[config.mk]
export PLATFORM = sky130hd
export DESIGN_NAME = des_key_schedule_seq_flat
export DESIGN_NICKNAME = d
export VERILOG_FILES = /design/src/rtl/des_pkg.sv /design/src/rtl/des_key_schedule_seq_if.sv /design/src/rtl/des_cd_rotator.sv /design/src/rtl/des_key_schedule_seq.sv /design/src/flat_wrapper.sv
export SDC_FILE = /design/constraint.sdc
export NUM_CORES = 1
export LEC_CHECK = 0
export ABC_AREA = 1
export CAP_MARGIN = 30
export CORE_ASPECT_RATIO = 1.2
export CORE_MARGIN = 2
export CORE_UTILIZATION = 55
export CTS_CLUSTER_SIZE = 25
export DETAILED_ROUTE_END_ITERATION = 8
export DONT_BUFFER_PORTS = 1
export HOLD_SLACK_MARGIN = 0.02
export PLACE_DENSITY = 0.7
export RECOVER_POWER = 50
export SETUP_SLACK_MARGIN = 0.5
export SLEW_MARGIN = 20
export SYNTH_ARGS = -nofsm -noshare
export SYNTH_HDL_FRONTEND = slang
export SYNTH_SLANG_ARGS = --single-unit
[constraint.sdc]
create_clock -name clk -period 3.22 [get_ports clk]
set_input_delay 0.644 -clock clk [delete_from_list [all_inputs] [get_ports clk]]
set_output_delay 0.644 -clock clk [all_outputs]
set_load 0.01 [all_outputs]
[src/rtl/des_pkg.sv]
// des_pkg: DES permutation tables, PC-1/PC-2 and rotation helpers, schedule state type
package des_pkg;

    localparam logic [15:0] DES_SHIFT_MASK = 16'h7EFC;
    localparam int SUBKEY_W = 48;
    localparam int HALF_W = 28;

    typedef enum logic {KS_IDLE, KS_EMIT} ks_state_t;

    // Entries are 1-based DES bit numbers, bit 1 being the MSB of the source word.
    localparam int PC1_T [0:55] = '{
        57, 49, 41, 33, 25, 17,  9,  1, 58, 50, 42, 34, 26, 18,
        10,  2, 59, 51, 43, 35, 27, 19, 11,  3, 60, 52, 44, 36,
        63, 55, 47, 39, 31, 23, 15,  7, 62, 54, 46, 38, 30, 22,
        14,  6, 61, 53, 45, 37, 29, 21, 13,  5, 28, 20, 12,  4
    };

    localparam int PC2_T [0:47] = '{
        14, 17, 11, 24,  1,  5,  3, 28, 15,  6, 21, 10,
        23, 19, 12,  4, 26,  8, 16,  7, 27, 20, 13,  2,
        41, 52, 31, 37, 47, 55, 30, 40, 51, 45, 33, 48,
        44, 49, 39, 56, 34, 53, 46, 42, 50, 36, 29, 32
    };

    function automatic logic [55:0] pc1(input logic [63:0] k);
        for (int i = 0; i < 56; i++) pc1[55-i] = k[64-PC1_T[i]];
    endfunction

    function automatic logic [SUBKEY_W-1:0] pc2(input logic [55:0] cd);
        for (int i = 0; i < SUBKEY_W; i++) pc2[SUBKEY_W-1-i] = cd[56-PC2_T[i]];
    endfunction

    function automatic logic [HALF_W-1:0] rotl28(input logic [HALF_W-1:0] x, input int n);
        logic [2*HALF_W-1:0] t;
        t = {x, x} << n;
        return t[2*HALF_W-1:HALF_W];
    endfunction

    // Net left rotation after n rounds; decrypt starts from C_n/D_n, which is C0/D0 for 16 rounds.
    function automatic int pre_shift(input logic [15:0] m, input int n);
        int s;
        s = 0;
        for (int r = 0; r < n; r++) s += 1 + int'(m[r]);
        return s % HALF_W;
    endfunction

endpackage

[src/rtl/des_key_schedule_seq_if.sv]
// des_key_schedule_seq_if: key load command plus valid/ready subkey stream
//   master: drives key_in/start/decrypt/subkey_ready; slave: drives busy/subkey/subkey_valid/round_idx/last
interface des_key_schedule_seq_if #(parameter int ROUND_W = 4);
    logic [63:0] key_in;
    logic start;
    logic decrypt;
    logic busy;
    logic [47:0] subkey;
    logic subkey_valid;
    logic subkey_ready;
    logic [ROUND_W-1:0] round_idx;
    logic last;
    modport master (output key_in, start, decrypt, subkey_ready,
                    input busy, subkey, subkey_valid, round_idx, last);
    modport slave (input key_in, start, decrypt, subkey_ready,
                   output busy, subkey, subkey_valid, round_idx, last);
endinterface

[src/rtl/des_cd_rotator.sv]
// des_cd_rotator: 28-bit circular rotate by 0/1/2; in_i/amt_i/dir_i (0 left, 1 right) -> out_o
import des_pkg::*;
module des_cd_rotator (
    input  logic [HALF_W-1:0] in_i,
    input  logic [1:0]        amt_i,
    input  logic              dir_i,
    output logic [HALF_W-1:0] out_o
);
    always_comb
        out_o = dir_i ? (amt_i == 2'd2 ? {in_i[1:0], in_i[HALF_W-1:2]} :
                         amt_i == 2'd1 ? {in_i[0], in_i[HALF_W-1:1]} : in_i)
                      : (amt_i == 2'd2 ? {in_i[HALF_W-3:0], in_i[HALF_W-1:HALF_W-2]} :
                         amt_i == 2'd1 ? {in_i[HALF_W-2:0], in_i[HALF_W-1]} : in_i);
endmodule

[src/rtl/des_key_schedule_seq.sv]
// des_key_schedule_seq: sequential DES key schedule, one PC-2 subkey per accepted stream beat
//   clk/rst: clock, async active-high reset; ks: slave side of des_key_schedule_seq_if
import des_pkg::*;
module des_key_schedule_seq #(
    parameter int          NUM_ROUNDS = 16,
    parameter logic [15:0] SHIFT_MASK = DES_SHIFT_MASK,
    parameter int          ROUND_W    = 4
) (
    input logic clk,
    input logic rst,
    des_key_schedule_seq_if.slave ks
);
    localparam int DEC_PRE = pre_shift(SHIFT_MASK, NUM_ROUNDS);
    localparam logic [ROUND_W-1:0] LAST_IDX = ROUND_W'(NUM_ROUNDS - 1);

    ks_state_t state_q, state_d;
    logic [HALF_W-1:0] c_q, c_d, d_q, d_d, c_src, d_src, c_rot, d_rot;
    logic [ROUND_W-1:0] idx_q, idx_d;
    logic dec_q, dec_d, emit, last, mbit, dir;
    logic [1:0] amt;
    logic [55:0] pk;

    assign pk = pc1(ks.key_in);
    assign emit = state_q == KS_EMIT;
    assign last = emit && idx_q == LAST_IDX;
    assign dir = emit ? dec_q : ks.decrypt;
    // Shift-mask bit for the rotation that produces the next beat (encrypt walks up, decrypt walks down).
    assign mbit = !emit ? SHIFT_MASK[0] :
                  SHIFT_MASK[dec_q ? 4'(NUM_ROUNDS - 1 - int'(idx_q)) : 4'(int'(idx_q) + 1)];
    assign amt = (!emit && ks.decrypt) ? 2'd0 : {mbit, ~mbit};
    assign c_src = emit ? c_q : ks.decrypt ? rotl28(pk[55:28], DEC_PRE) : pk[55:28];
    assign d_src = emit ? d_q : ks.decrypt ? rotl28(pk[27:0], DEC_PRE) : pk[27:0];

    des_cd_rotator u_rot_c (.in_i(c_src), .amt_i(amt), .dir_i(dir), .out_o(c_rot));
    des_cd_rotator u_rot_d (.in_i(d_src), .amt_i(amt), .dir_i(dir), .out_o(d_rot));

    always_comb begin
        state_d = state_q;
        c_d = c_q;
        d_d = d_q;
        idx_d = idx_q;
        dec_d = dec_q;
        if (!emit && ks.start) begin
            state_d = KS_EMIT;
            dec_d = ks.decrypt;
            c_d = c_rot;
            d_d = d_rot;
            idx_d = '0;
        end else if (emit && ks.subkey_ready) begin
            state_d = last ? KS_IDLE : KS_EMIT;
            c_d = last ? c_q : c_rot;
            d_d = last ? d_q : d_rot;
            idx_d = last ? '0 : idx_q + 1'b1;
        end
    end

    always_ff @(posedge clk or posedge rst) begin
        if (rst) begin
            state_q <= KS_IDLE;
            c_q <= '0;
            d_q <= '0;
            idx_q <= '0;
            dec_q <= 1'b0;
        end else begin
            state_q <= state_d;
            c_q <= c_d;
            d_q <= d_d;
            idx_q <= idx_d;
            dec_q <= dec_d;
        end
    end

    assign ks.busy = emit;
    assign ks.subkey_valid = emit;
    assign ks.round_idx = idx_q;
    assign ks.last = last;
    assign ks.subkey = emit ? pc2({c_q, d_q}) : '0;
endmodule

[src/flat_wrapper.sv]
// flat-port wrapper written by rule: the top's interface ports become plain ports
module des_key_schedule_seq_flat 
#(
    parameter int          NUM_ROUNDS = 16,
    parameter logic [15:0] SHIFT_MASK = DES_SHIFT_MASK,
    parameter int          ROUND_W    = 4
)
  (clk, rst, ks_key_in, ks_start, ks_decrypt, ks_subkey_ready, ks_busy, ks_subkey, ks_subkey_valid, ks_round_idx, ks_last);
  des_key_schedule_seq_if #(.ROUND_W(ROUND_W)) ks_i ();
  input logic clk;
  input logic rst;
  input wire logic [$bits(ks_i.key_in)-1:0] ks_key_in;
  input wire logic [$bits(ks_i.start)-1:0] ks_start;
  input wire logic [$bits(ks_i.decrypt)-1:0] ks_decrypt;
  input wire logic [$bits(ks_i.subkey_ready)-1:0] ks_subkey_ready;
  output wire logic [$bits(ks_i.busy)-1:0] ks_busy;
  output wire logic [$bits(ks_i.subkey)-1:0] ks_subkey;
  output wire logic [$bits(ks_i.subkey_valid)-1:0] ks_subkey_valid;
  output wire logic [$bits(ks_i.round_idx)-1:0] ks_round_idx;
  output wire logic [$bits(ks_i.last)-1:0] ks_last;
  assign ks_i.key_in = ks_key_in;
  assign ks_i.start = ks_start;
  assign ks_i.decrypt = ks_decrypt;
  assign ks_i.subkey_ready = ks_subkey_ready;
  assign ks_busy = ks_i.busy;
  assign ks_subkey = ks_i.subkey;
  assign ks_subkey_valid = ks_i.subkey_valid;
  assign ks_round_idx = ks_i.round_idx;
  assign ks_last = ks_i.last;
  des_key_schedule_seq #(.NUM_ROUNDS(NUM_ROUNDS), .SHIFT_MASK(SHIFT_MASK), .ROUND_W(ROUND_W)) u_core (.clk(clk), .rst(rst), .ks(ks_i));
endmodule
# Word level (Yosys, flattened, before mapping)
# Memory sizes are Yosys's and may differ from the RTL's.
# Cells that the tools add are included.
[word_totals]
reg_bits = 62
latch_bits = 0
ram_bits = 0
rom_bits = 16
input_bits = 69
elab_cells = 53
n_memories = 1
[op_classes]
add_sub_neg = 3
mul = 0
n_div = 0
magnitude_cmp = 1
n_eq_ne = 4
n_shift = 0
muxes = 31
n_bitwise = 1
n_reduce_logical = 7
[mem_list]
columns = ["name", "depth", "word_bits", "read_ports", "rd_clocked_by_memory_dff", "write_ports", "line_no", "source"]
rows = [
  ["(no name shown)", 16, 1, 1, 0, 0, "des_key_schedule_seq.sv:29", "SHIFT_MASK[dec_q ? 4'(NUM_ROUNDS - 1 - int'(idx_q)) : 4'(int'(idx_q) + 1)];"],
]
[ops]
columns = ["cell", "n"]
rows = [
  ["$mux 28", 18],
  ["$mux 48", 1],
  ["$mux 4", 4],
  ["$add 4x1->4 const B", 2],
  ["$mux 1", 7],
  ["$lt 4x6->1 const B", 1],
  ["$eq 4x4->1 const B", 1],
  ["$logic_and 1x1->1", 4],
  ["$sub 4x4->4 const A", 1],
  ["$eq 2x1->1 const B", 1],
  ["$eq 2x2->1 const B", 1],
  ["$mux 2", 1],
  ["$ne 2x2->1 const B", 1],
  ["$reduce_and 2->1", 1],
  ["$reduce_bool 2->1", 1],
  ["$logic_not 1->1", 1],
  ["$not 1->1", 1],
]

# Logic depth before layout (Yosys ltp)
[depth]
ltp_word = 15
ltp_mapped = 16

# Cells and area by module
# From an unflattened synthesis, not the netlist that was laid out.
[unflattened]
hier_cells = 1307
hier_area_um2 = 7053.0
[modules_own_cells]
columns = ["module", "instances", "cells_each", "area_per_inst_um2"]
rows = [
  ["des_cd_rotator", 2, 450, 1853.0],
  ["des_key_schedule_seq", 1, 407, 3347.0],
]

# Least setup slack after synthesis
# OpenSTA, ideal clock, no wires.
[synth_timing]
kind = "register -> output"
from = "register u_core.state_q (netlist: u_core.ks.busy)"
to = "output port ks_last"
t_arrival_ns = 1.361
required_ns = 2.576
setup_slack_ns = 1.215
path_stages_with_launch = 6
cell_sequence = "dfrtp_1 > buf_2 > inv_2 > clkbuf_1 > clkbuf_1 > nor2_1"
[synth_via]
elab_chain_len = 1
[synth_lines]
columns = ["item", "line_no", "source"]
rows = [
  ["start, declared", "des_key_schedule_seq.sv:16", "ks_state_t state_q, state_d;"],
  ["start signal, assigned", "des_key_schedule_seq.sv:65", "state_q <= state_d;"],
  ["$logic_and 1x1->1", "des_key_schedule_seq.sv:25", "assign last = emit && idx_q == LAST_IDX;"],
  ["end, declared", "flat_wrapper.sv:20", "output wire logic [$bits(ks_i.last)-1:0] ks_last;"],
]
# Every way passes these cells.

# Worst setup path in the final report
[layout_timing]
from = "register u_core.idx_q[1] (netlist: u_core.ks.round_idx[1])"
to = "register u_core.c_q[1]"
[layout_via]
elab_chain_len = 15
word_cells_on_any_way = 23
cone_classes = "2 x add/sub; 4 x eq/ne; 13 x mux; 1 x bitwise; 2 x reduce/logical; 1 x memory"
[layout_lines]
columns = ["item", "line_no", "source"]
rows = [
  ["start, declared", "des_key_schedule_seq.sv:18", "logic [ROUND_W-1:0] idx_q, idx_d;"],
  ["start signal, assigned", "des_key_schedule_seq.sv:68", "idx_q <= idx_d;"],
  ["$add 4x1->4 / $sub 4x4->4 (equally long branches)", "des_key_schedule_seq.sv:29", ""],
  ["$mux 4", "des_key_schedule_seq.sv:29", ""],
  ["$mem_v2 16x1", "n/a", ""],
  ["$mux 1 (2 in series)", "des_key_schedule_seq.sv:29", ""],
  ["$mux 1", "des_key_schedule_seq.sv:28", "assign mbit = !emit ? SHIFT_MASK[0] :"],
  ["$not 1->1", "des_key_schedule_seq.sv:30", "assign amt = (!emit && ks.decrypt) ? 2'd0 : {mbit, ~mbit};"],
  ["$mux 2", "des_key_schedule_seq.sv:30", ""],
  ["$eq 2x1->1", "des_cd_rotator.sv:11, des_cd_rotator.sv:13", ""],
  ["$mux 28, on equally long branches", "des_cd_rotator.sv:13, des_cd_rotator.sv:11", ""],
  ["$mux 28, on equally long branches", "des_cd_rotator.sv:12, des_cd_rotator.sv:10", ""],
  ["$mux 28", "des_cd_rotator.sv:10", "out_o = dir_i ? (amt_i == 2'd2 ? {in_i[1:0], in_i[HALF_W-1:2]} :"],
  ["$mux 28", "des_key_schedule_seq.sv:51", "c_d = last ? c_q : c_rot;"],
  ["$mux 28", "des_key_schedule_seq.sv:49", "end else if (emit && ks.subkey_ready) begin"],
  ["$mux 28", "des_key_schedule_seq.sv:43", "if (!emit && ks.start) begin"],
  ["end signal, assigned", "des_key_schedule_seq.sv:60", "c_q <= '0;"],
  ["end signal, assigned", "des_key_schedule_seq.sv:66", "c_q <= c_d;"],
  ["end, declared", "des_key_schedule_seq.sv:17", "logic [HALF_W-1:0] c_q, c_d, d_q, d_d, c_src, d_src, c_rot, d_rot;"],
]
# Parallel ways exist; a longest one is shown, timed or not. The select of a mux whose other input is x is not followed.
# A chain may end at the register's enable or synchronous reset.

==> flow_summary.json <==
{
  "reg2regPathDepth": 16,
  "worstHoldPathType": "in -> reg",
  "dpl_cell_area_sq_um": 5130,
  "dp_hpwl_microns": 9950,
  "crit_path_max_incr_delay_ns": 0.51,
  "yosys-top-cells-count": "nand2_1 (304), nand3_1 (172), inv_1 (70)",
  "yosysTopAreaCell": "dfrtp_1",
  "layout_min_cycle_time_ns": 2.47,
  "synth_async_sr_flop_share_pct": 100,
  "synth_top_area_share_pct": 30.0,
  "reg2reg_to": "u_core.c_q[1]$_DFFE_PP0P_",
  "dp.cells": 929,
  "critPathSlowestCell": "dfrtp_1",
  "cts_sinks": 62,
  "grt_pass1_wl_microns": 24600,
  "arrival_ns": 2.71,
  "yosys.cell_types.count": 23,
  "syn_to_final_growth_pct": 2.56,
  "rrSetupSlack_ns": 0.75,
  "start_util_pct": 57.0,
  "finalHoldViolCount": 0,
  "cts_hold_buf": 0,
  "rows": 38,
  "hold_ws_ns": 0.370,
  "cts_tree": "yes",
  "worstPathRequired_ns": 3.45,
  "whs_path_depth": 1,
  "timing.rr.start": "u_core.ks.round_idx[1]$_DFFE_PP0P_",
  "start_kind": "flop",
  "rsz0062_at_grt": "false",
  "path_delay_family": "simple AND/OR/NAND/NOR gates",
  "finalCoreUtilization_pct": 58.4,
  "timing.final.crit_share_pct": 76.8,
  "seq_area_frac_synth_pct": 30.0,
  "num_vias": 5735,
  "whs_endpoint": "u_core.ks.busy$_DFFE_PP0P_",
  "endpoint_kind": "flop",
  "h-tree-depth": 3,
  "core_area_sq_um": 9080,
  "grt_use_total_pct": 29.7,
  "dieArea_sq_um": 10200,
  "worstPathBufferInverterCount": 3,
  "yosys_warnings": 0,
  "drv_cap": 0,
  "yosys-top-cells-area": "dfrtp_1 (30%), nand2_1 (22%), nand3_1 (17%)",
  "overflow": 0,
  "p_leak_nw": 2.87,
  "p_total_mw": 5.86,
  "fp.dieH_microns": 110,
  "relSlewSlack_pct": 24.3,
  "port_buffers": 0,
  "crit_path_cell_trace": "inv_1 -> ha_1 -> nand2_1 -> nand2_1 -> nor2_1 -> nand2_1 -> nand2_1 -> nand2_1 -> nand3_4 -> clkinv_8 -> nand2_1 -> nand2_1 -> nand2_1 -> nand3_1 -> o21ai_1 -> inv_1",
  "cts.clk_slew.worst_paths_ns": 0.08,
  "postSynthCellCount": 862,
  "drive_gt1_share_pct": 5.21,
  "routedWlPerCell_microns": 15.9,
  "final_cells": 945,
  "detail-route-antenna-nets": 0,
  "place_congestion": 0.873,
  "max_freq_mhz": 404,
  "place_ws_ns": 0.567,
  "synthFlopType": "dfrtp_1",
  "die_w_microns": 92.5,
  "synth_seq_cells": 62,
  "drt-pass1-iter-count": 7,
  "drt_iter0_drc": 399,
  "synth.net_count": 933,
  "clock_tree.root_cell": "clkbuf_8",
  "drc": 0,
  "holdCritStartpoint": "ks_subkey_ready",
  "status": "finished clean",
  "setup_ws_ns": 0.746,
  "clk_latency_ns": 0.36,
  "finalSetupViolCount": 0,
  "yosysMostFrequentCell": "nand2_1",
  "crit_top_cell": "nand2_1",
  "io-pin-count": 124,
  "antenna_cells": 0,
  "clockBufferDepth": 2,
  "synth_edf_count": 0,
  "routed_wl_microns": 15100,
  "via_per_inst": 6.07,
  "antenna_found_initial": 0,
  "cp_max_fo": 55,
  "finalSetupTns_ns": 0,
  "final_nets": 891,
  "p_per_area_nw_per_um2": 1110,
  "worstMarginPinSlew_ns": 1.13,
  "syn_avg_cell_area_sq_um": 6.00,
  "syn_area_sq_um": 5170,
  "grt_max_degree": 78,
  "finalClockSkew_ns": 0.0170,
  "cts-buffers-inserted": 9,
  "slew_violations": 0,
  "first_global_vias": 5616,
  "final_area_sq_um": 5310,
  "ir_worst_vdd_uv": 431,
  "critPathKind": "reg -> reg"
}
==> final cells by class <==
cell class / count / area [sq um]
Timing Repair Buffer: 13 / 115
Tap cell: 120 / 150
Clock buffer: 15 / 166
Sequential cell: 62 / 1560
Fill cell: 907 / 3780
Multi-Input combinational cell: 658 / 3010
Inverter: 76 / 299
Clock inverter: 1 / 5.00
==> where the power goes <==
group	internal [mW]	switching, mW	total (mW)
clock	0.322	0.316	0.639
combinational	1.19	2.61	3.80
sequential	1.16	0.262	1.42
==> cell usage in the layout (no fill, tap or decap) <==
master    Yosys  final
nand2_1     304    302
nand3_1     172    172
inv_1        70     69
dfrtp_1      62     61
nor2_1       51     51
a31oi_1      51     51
a21oi_1      50     50
o21ai_0      12     12
clkbuf_8      0     11
buf_4         4      9
a22oi_2       8      8
clkbuf_1     32      6
inv_2         5      5
nand2_2       1      3
nand4_1       3      3
clkinv_2      0      2
ha_1          2      2
buf_12        0      2
nand3_4       1      1
clkinv_8      0      1
o22ai_1       1      1
o21ai_1       1      1
nand3b_1      1      1
dfrtp_4       0      1
==> worst reg2reg max path, cell delays in order, from the launching register on <==
cell and delay [ns]:
dfrtp_1 0.51, inv_1 0.10, ha_1 0.30, nand2_1 0.07, nand2_1 0.06, nor2_1 0.08
nand2_1 0.06, nand2_1 0.05, nand2_1 0.08, nand3_4 0.25, clkinv_8 0.28, nand2_1 0.19
nand2_1 0.07, nand2_1 0.06, nand3_1 0.07, o21ai_1 0.08, inv_1 0.05
==> registers in the layout, summed over array words and instances, names as in the netlist <==
| name | count |
|---|---|
| u_core.ks.round_idx | 4 |
| u_core.c_q | 28 |
| u_core.dec_q | 1 |
| u_core.ks.busy | 1 |
| u_core.d_q | 28 |
==> how the worst max path moves through the flow <==
stage | start | endpoint | slack (ns) | cells after the start
after CTS | u_core.ks.busy$_DFFE_PP0P_ | u_core.c_q[1]$_DFFE_PP0P_ | 0.52 | 9
final | u_core.ks.round_idx[1]$_DFFE_PP0P_ | u_core.c_q[1]$_DFFE_PP0P_ | 0.75 | 16
after floorplan | rst | u_core.c_q[0]$_DFFE_PP0P_ | 1.03 | 1
after global placement | u_core.ks.busy$_DFFE_PP0P_ | u_core.c_q[1]$_DFFE_PP0P_ | 0.60 | 9
after detailed placement | u_core.ks.busy$_DFFE_PP0P_ | u_core.c_q[1]$_DFFE_PP0P_ | 0.57 | 9
after global routing | u_core.ks.round_idx[1]$_DFFE_PP0P_ | u_core.c_q[1]$_DFFE_PP0P_ | 0.50 | 16
==> kinds of logic after synthesis <==
group | synth area share (%)
buffers and inverters | 11.8
flip-flops | 30.0
AND/OR/NAND/NOR | 43.4
AO/OA/AOI/OAI | 14.3
adder cells (fa/ha/maj) | 0.484
==> metal layers <==
metal	track usage [%]	vias to the layer above	part of all wire [%]
met1	33.8	2702	40
met3	5.30	19	7.4
li1	-	2762	-
met2	54.3	252	51
met4	13.4	0	1.6
met5	0	-	0
==> timing repair <==
item,CTS,global route
endpoints found under the setup margin,0,56
buffers inserted,0,0
resized for setup,0,4
No activity file was read; power rests on OpenSTA's default activity.
